## src/rtl/baud_pkg.sv

```systemverilog
// Shared constants for the LC3 serial tick generators: clock rate, default
// oversampling ratio, counter width and the standard baud divisors.
package baud_pkg;

  localparam int CLK_HZ     = 50_000_000;
  localparam int BAUD_OSR   = 16;
  localparam int BAUD_CNT_W = 16;

  // Divisor giving baud*osr ticks per second, rounded to nearest.
  function automatic int baud_div(input int baud, input int osr);
    return (CLK_HZ + (baud * osr) / 2) / (baud * osr);
  endfunction

  localparam int DIV_9600         = baud_div(9600, BAUD_OSR);
  localparam int DIV_115200       = baud_div(115200, BAUD_OSR);
  localparam int BAUD_DEFAULT_DIV = DIV_9600;

  function automatic int sel_w(input int n);
    return (n > 1) ? $clog2(n) : 1;
  endfunction

  typedef struct packed {
    logic os;
    logic mid;
    logic bt;
  } tick_t;

endpackage

```

## src/rtl/baud_tick_chan.sv

```systemverilog
// One tick channel: prescaler wrapping at the active divisor, oversample
// phase counter, shadowed divisor and registered single-cycle strobes.
module baud_tick_chan
  import baud_pkg::*;
#(
  parameter int CNT_W       = BAUD_CNT_W,
  parameter int OSR         = BAUD_OSR,
  parameter int DEFAULT_DIV = BAUD_DEFAULT_DIV
) (
  input  logic             clk,
  input  logic             rst,
  input  logic             en_i,
  input  logic             restart_i,
  input  logic             wr_en_i,
  input  logic [CNT_W-1:0] wdata_i,
  output logic             tick_os_o,
  output logic             tick_mid_o,
  output logic             tick_o
);

  localparam int OC_W = $clog2(OSR);
  localparam logic [CNT_W-1:0] RST_DIV = CNT_W'(DEFAULT_DIV);
  localparam logic [OC_W-1:0]  OC_LAST = OC_W'(OSR - 1);
  localparam logic [OC_W-1:0]  OC_MID  = OC_W'(OSR / 2 - 1);

  logic [CNT_W-1:0] pc_q, pc_d;
  logic [CNT_W-1:0] div_a_q, div_a_d;
  logic [CNT_W-1:0] div_s_q, div_s_d;
  logic [OC_W-1:0]  oc_q, oc_d;
  tick_t            tick_q, tick_d;

  logic [CNT_W-1:0] eff_div;
  logic [CNT_W-1:0] load_div;
  logic             wrap;

  assign eff_div  = (div_a_q == '0) ? CNT_W'(1) : div_a_q;
  assign wrap     = en_i && (pc_q == eff_div - CNT_W'(1));
  assign load_div = wr_en_i ? wdata_i : div_s_q;

  always_comb begin
    pc_d    = pc_q;
    oc_d    = oc_q;
    div_a_d = div_a_q;
    div_s_d = wr_en_i ? wdata_i : div_s_q;
    tick_d  = '0;
    if (restart_i) begin
      div_a_d = load_div;
      oc_d    = '0;
      // The restart cycle counts as phase 0, so the next os strobe lands D cycles later.
      pc_d    = (en_i && (load_div > CNT_W'(1))) ? CNT_W'(1) : '0;
    end else if (wrap) begin
      pc_d       = '0;
      div_a_d    = div_s_q;
      oc_d       = oc_q + OC_W'(1);
      tick_d.os  = 1'b1;
      tick_d.mid = (oc_q == OC_MID);
      tick_d.bt  = (oc_q == OC_LAST);
    end else if (en_i) begin
      pc_d = pc_q + CNT_W'(1);
    end
  end

  always_ff @(posedge clk) begin
    if (rst) begin
      pc_q    <= '0;
      oc_q    <= '0;
      div_a_q <= RST_DIV;
      div_s_q <= RST_DIV;
      tick_q  <= '0;
    end else begin
      pc_q    <= pc_d;
      oc_q    <= oc_d;
      div_a_q <= div_a_d;
      div_s_q <= div_s_d;
      tick_q  <= tick_d;
    end
  end

  assign tick_os_o  = tick_q.os;
  assign tick_mid_o = tick_q.mid;
  assign tick_o     = tick_q.bt;

endmodule

```

## src/rtl/baud_tick_gen.sv

```systemverilog
// Multi-channel baud/sample tick generator: one baud_tick_chan per channel,
// with the shared divisor write port decoded to a per-channel write enable.
module baud_tick_gen
  import baud_pkg::*;
#(
  parameter int N_CH        = 2,
  parameter int CNT_W       = BAUD_CNT_W,
  parameter int OSR         = BAUD_OSR,
  parameter int DEFAULT_DIV = BAUD_DEFAULT_DIV
) (
  input  logic                     clk,
  input  logic                     rst,
  input  logic [N_CH-1:0]          en,
  input  logic [N_CH-1:0]          restart,
  input  logic                     div_we,
  input  logic [sel_w(N_CH)-1:0]   div_sel,
  input  logic [CNT_W-1:0]         div_wdata,
  output logic [N_CH-1:0]          tick_os,
  output logic [N_CH-1:0]          tick_mid,
  output logic [N_CH-1:0]          tick
);

  localparam int SEL_W = sel_w(N_CH);

  logic [N_CH-1:0] wr_en;

  generate
    for (genvar gi = 0; gi < N_CH; gi++) begin : g_ch
      // Selects at or above N_CH match no channel and are dropped.
      assign wr_en[gi] = div_we && (div_sel == SEL_W'(gi));

      baud_tick_chan #(
        .CNT_W       (CNT_W),
        .OSR         (OSR),
        .DEFAULT_DIV (DEFAULT_DIV)
      ) u_chan (
        .clk        (clk),
        .rst        (rst),
        .en_i       (en[gi]),
        .restart_i  (restart[gi]),
        .wr_en_i    (wr_en[gi]),
        .wdata_i    (div_wdata),
        .tick_os_o  (tick_os[gi]),
        .tick_mid_o (tick_mid[gi]),
        .tick_o     (tick[gi])
      );
    end
  endgenerate

endmodule
```

## config.mk

```make
export PLATFORM = sky130hd
export DESIGN_NAME = baud_tick_gen
export DESIGN_NICKNAME = d
export VERILOG_FILES = /design/src/rtl/baud_pkg.sv /design/src/rtl/baud_tick_chan.sv /design/src/rtl/baud_tick_gen.sv
export SDC_FILE = /design/constraint.sdc
export NUM_CORES = 1
export LEC_CHECK = 0
export CORE_MARGIN = 2
export CORE_UTILIZATION = 54
export CTS_CLUSTER_SIZE = 28
export DETAILED_ROUTE_END_ITERATION = 8
export PLACE_DENSITY = 0.84
export SYNTH_ARGS = -nofsm -noshare
export SYNTH_HDL_FRONTEND = slang
export SYNTH_SLANG_ARGS = --single-unit
```

## constraint.sdc

```tcl
create_clock -name clk -period 3.35 [get_ports clk]
set_input_delay 0.67 -clock clk [delete_from_list [all_inputs] [get_ports clk]]
set_output_delay 0.67 -clock clk [all_outputs]
set_load 0.03 [all_outputs]
```

Word-level counts from Yosys, hierarchy flattened:

Index checks and enable logic that the tools add are counted.
W data, S select, Z words.

* $add $sub $neg: 6
* order comparisons: 2
* eq/ne operators: 6
* muxes and demuxes: 18
* bitwise operators: 3
* reduce and logical (&&, ||, !) cells: 16

Operator list (number)
* $mux W16: 14
* $add A16 B1 Y16 const B: 2
* $eq A16 B16 Y1: 2
* $gt A16 B1 Y1 const B: 2
* $logic_not A16 Y1: 2
* $sub A16 B1 Y16 const B: 2
* $add A4 B1 Y4 const B: 2
* $eq A4 B3 Y1 const B: 2
* $eq A4 B4 Y1 const B: 2
* $logic_and A1 B1 Y1: 6
* $mux W3: 2
* $reduce_bool A3 Y1: 2
* $reduce_or A3 Y1: 2
* $reduce_bool A2 Y1: 2
* $reduce_or A2 Y1: 2
* $not A1 Y1: 3
* $mux W1: 2

* register bits: 110
* bits of input ports: 24
* output and inout port bits: 6
* logic and storage cells: 65

Depth between registers and ports, before layout:

* word-level depth: 7
* mapped depth: 15
* gate-level depth less buffers: 12

Cells and area by module:

From an unflattened synthesis, not the netlist that was laid out.

* cells, all modules: 732
* area, all modules: 6049.6 um^2

Modules (own cells, without submodules)
* baud_tick_chan: times used 2, cells each 365, area each 3016.6 um^2, seq. area each 1101.1 um^2
* baud_tick_gen: times used 1, cells each 2, area each 16.3 um^2, seq. area each 0.0 um^2

Worst setup path after synthesis:

Ideal clock, no wire load.

* path type: reg-to-reg
* start point: register g_ch[1].u_chan.div_a_q[10]
* end point: register g_ch[1].u_chan.div_a_q[11]
* setup time: 117 ps
* data arrival time: 3177 ps
* required time: 3233 ps
* setup slack: 56 ps
* stages on the path, launching flop included: 14
* path buffers: 2
* clock period less this slack: 3294 ps
* cell sequence: dfxtp_1 > buf_2 > or4_4 > nor2_2 > a21oi_1 > ha_1 > nand2b_1 > a311oi_1 > o22ai_1 > nor4_2 > nand4_4 > buf_8 > mux2_1 > o22a_1

* cells in the longest elaborated chain, start to end: 6

Ends and longest elaborated chain
* start: declaration: RTL line baud_tick_chan.sv:27 `logic [CNT_W-1:0] div_a_q, div_a_d;`
* start signal: assignment: RTL line baud_tick_chan.sv:73 `div_a_q <= div_a_d;`
* $logic_not A16 Y1: RTL line baud_tick_chan.sv:36 `assign eff_div = (div_a_q == '0) ? CNT_W'(1) : div_a_q;`
* $mux W16 (*): RTL line baud_tick_chan.sv:36
* $sub A16 B1 Y16 (*): RTL line baud_tick_chan.sv:37 `assign wrap = en_i && (pc_q == eff_div - CNT_W'(1));`
* $eq A16 B16 Y1 (*): RTL line baud_tick_chan.sv:37
* $logic_and A1 B1 Y1 (*): RTL line baud_tick_chan.sv:37
* $reduce_bool A2 Y1 (no source line) (*)

Mark *: on every way between the ends. The rest lies on a longest branch, timed or not.
A chain may end at the register's enable or synchronous reset.

Worst setup path after layout:

* start point: register g_ch[1].u_chan.div_a_q[14]
* end point: register g_ch[1].u_chan.div_a_q[3]

The elaborated chain is that of the path after synthesis.

==> flow_metrics.tcl <==
set metrics [dict create \
    cp_data_arrival_time_ns 3.68 \
    postPlaceCellArea_mm2 0.00640 \
    tritoncts_clock_tree "done" \
    area.growth.synth_to_final_pct 17.4 \
    top_fanout_value_on_the_critical_path 6 \
    worstHoldPathType "reg2reg" \
    setup_ws_ns -0.0286 \
    ctsHtreeMaxLevel 3 \
    post-dp-hpwl_um 10800 \
    power_per_cell_area_mw_per_mm2 384 \
    placement.io_buffers 29 \
    final_cell_area_mm2 0.00684 \
    floorplan.initialDensity_pct 55.9 \
    die_height_um 108 \
    die_x_um 108 \
    synth_area_mm2 0.00583 \
    endpoint_type_of_the_worst_setup_path "register" \
    nets 781 \
    report.power.total_mw 2.62 \
    postSynth.asyncResetShare_pct 0 \
    clk-insertion-delay-late_ns 0.40 \
    final.period_utilization_pct 101 \
    required_ns 3.65 \
    yosys_register_bits 110 \
    worstSetupPathType "reg2reg" \
    n_fill_cell 786 \
    leakage_nw 2.56 \
    firstDrtPassIters 5 \
    grt_antenna_before_repair 0 \
    antenna_cells 0 \
    grt_start_max_net_pins 28 \
    synth_area_leader_cell "dfxtp_1" \
    final_setup_violations 8 \
    numPlacedInstances 863 \
    cts_num_sinks 110 \
    num_rows 37 \
    synth_nets 732 \
    die_area_mm2 0.0116 \
    synthDistinctLibCells 65 \
    post_synthesis_cells 702 \
    num_vias 5506 \
    cts_made_buffers 9 \
    detailedPlace.worstSlack_ns 0.0206 \
    synthDominantCellAreaShare_pct 37.8 \
    failed_checks "setup timing" \
    cap_violations 0 \
    grt_remaining_overflow 0 \
    worst-slew-pin-transition_ns 0.682 \
    timing.clock.skew_ns 0.00779 \
    dr.first_iter.drc_count 626 \
    finalWorstPathRequiredPeriod_ns 3.38 \
    number_of_nets_with_antenna_violations_after_routing 0 \
    synth_area_per_cell_um2 8.30 \
    pin_count 30 \
    ys.flop_type "dfxtp_1" \
    non_filler_cells_final 892 \
    rsz0062_at_grt "yes" \
    maximum_vdd_drop_uv 394 \
    route.detailed.wl_per_inst_um 17.7 \
    reg2reg_path_depth 13 \
    ctsRootBufferMaster "clkbuf_8" \
    core_area_mm2 0.0104 \
    cts.path.max_buffers 2 \
    gr-usage-all-layers_pct 26.5 \
    drc 0 \
    critPathLaunchType "register" \
    status "finished with violations" \
    number_of_global_route_vias_before_repair 5178 \
    path_clk_slew_ns 0.11 \
    synth.area.top_cells "dfxtp_1 38%, nand2_1 6.3%, xnor2_1 5.3%" \
    drt-total-wl_um 15800 \
    final-hold-violation-count 0 \
    worst_slew_margin_rel_pct 54.1 \
    fmax_mhz 296 \
    synth_warnings 0 \
    vias_per_cell 6.17 \
    drv_slew 0 \
    ys_seq_area_share_pct 37.8 \
    synth_enable_flop_cells 0 \
    fin_util_pct 65.7 \
    drive_above_1_share_pct 15.3 \
    first_pass_grt_wire_length_um 24600 \
    min_path_cells 1 \
    cts_hold_repair.buffers 0 \
    gp_congestion 0.935 \
]
routing by layer:
metal	GRT usage, %	wire length, µm	up-vias	share of wire [%]
li1	-	-	2561	-
met1	35.1	6570	2608	42
met3	3.63	1210	56	7.7
met5	0	0	-	0
met4	11.7	495	0	3.1
met2	43.1	7530	281	48
cell type report:
class                   count  area [µm²]  share of cell area [%]
flip-flops and latches    110        2210                    32.3
inverters                  13        48.8                   0.713
repair buffers             84         781                    11.4
multi-input cells         533        3450                    50.4
clock buffers               9         124                    1.81
well taps                 136         170                    2.49
clock inverters             7        63.8                   0.933
worst paths after layout:
| kind | start | end | slack [ns] |
|---|---|---|---|
| worst max register to register | g_ch[1].u_chan.div_a_q[14] | g_ch[1].u_chan.div_a_q[3] | -0.03 |
| worst min register to register | g_ch[0].u_chan.oc_q[3] | g_ch[0].u_chan.tick_mid_o | 0.45 |
| worst max-delay path | g_ch[1].u_chan.div_a_q[14] | g_ch[1].u_chan.div_a_q[3] | -0.03 |
| worst min-delay path | g_ch[0].u_chan.oc_q[3] | g_ch[0].u_chan.tick_mid_o | 0.45 |
placed cells by master, fill, tap and decap left out, types with 11 or more instances in the layout:
cell type / netlist / routed
nor4_1: 16 / 16
clkdlybuf4s50_1: 0 / 29
nand3_1: 18 / 18
o22a_1: 11 / 11
nor3_1: 19 / 16
buf_4: 6 / 50
nand2_1: 98 / 98
mux2i_1: 28 / 28
dfxtp_1: 110 / 105
inv_1: 13 / 13
nand3b_1: 12 / 12
nand4_1: 15 / 15
xnor2_1: 35 / 35
a21oi_1: 52 / 49
xor2_1: 26 / 26
nor2_1: 75 / 75
where the power goes:
part | internal, mW | switching, mW | total (mW) | leakage (nW)
Sequential | 1.36 | 0.0539 | 1.41 | 0.900
Combinational | 0.192 | 0.230 | 0.423 | 1.57
Clock | 0.287 | 0.500 | 0.788 | 0.0903
Total | 1.84 | 0.785 | 2.62 | 2.56
synth_stat cells, types with 15 or more instances:
cell type and number:
dfxtp_1 110, nand2_1 98, nor2_1 75, a21oi_1 52, xnor2_1 35, clkbuf_1 29
mux2i_1 28, xor2_1 26, nor3_1 19, nand3_1 18, nor4_1 16, nand4_1 15
metrics by stage:
stage          hold WS [ns]  TNS (ns)
4_1_cts               0.426         0
3_5_place_dp          0.409         0
5_1_grt               0.447     -1.04
2_1_floorplan         0.392         0
3_3_place_gp          0.398         0
6_report              0.450    -0.104
flip-flops by register name, summed over array words and instances, names as in the netlist:
register / count
g_ch.u_chan.div_a_q: 32
g_ch.u_chan.div_s_q: 32
g_ch.u_chan.oc_q: 8
g_ch.u_chan.pc_q: 32
g_ch.u_chan.tick_mid_o: 2
g_ch.u_chan.tick_o: 2
g_ch.u_chan.tick_os_o: 2
cell families (layout without fill, tap and decap cells):
group,after synthesis,count (layout),synth area share (%)
mux,40,40,7.13
flops,110,110,37.8
compound gates,113,113,12.6
fa+ha+maj,6,6,1.29
simple gates,313,313,27.3
xor+xnor,61,61,9.17
buf+inv,59,113,4.75
timing repair:
action,CTS,global route
setup buffers,0,10
cloned,0,3
endpoints found under the setup margin,15,51
pin swaps,0,25
resized for setup,2,26
worst max-delay path: stages (launching register included):
cell,delay (ns)
dfxtp_2,0.34
or4_4,0.55
nor2_4,0.14
a21oi_2,0.06
ha_1,0.29
xnor2_1,0.13
a21oi_1,0.16
and3_1,0.19
nand4_1,0.18
nor4_4,0.34
nand4_4,0.21
clkbuf_16,0.23
mux2_4,0.29
o22a_1,0.15
Power figures use the tool's default switching activity.
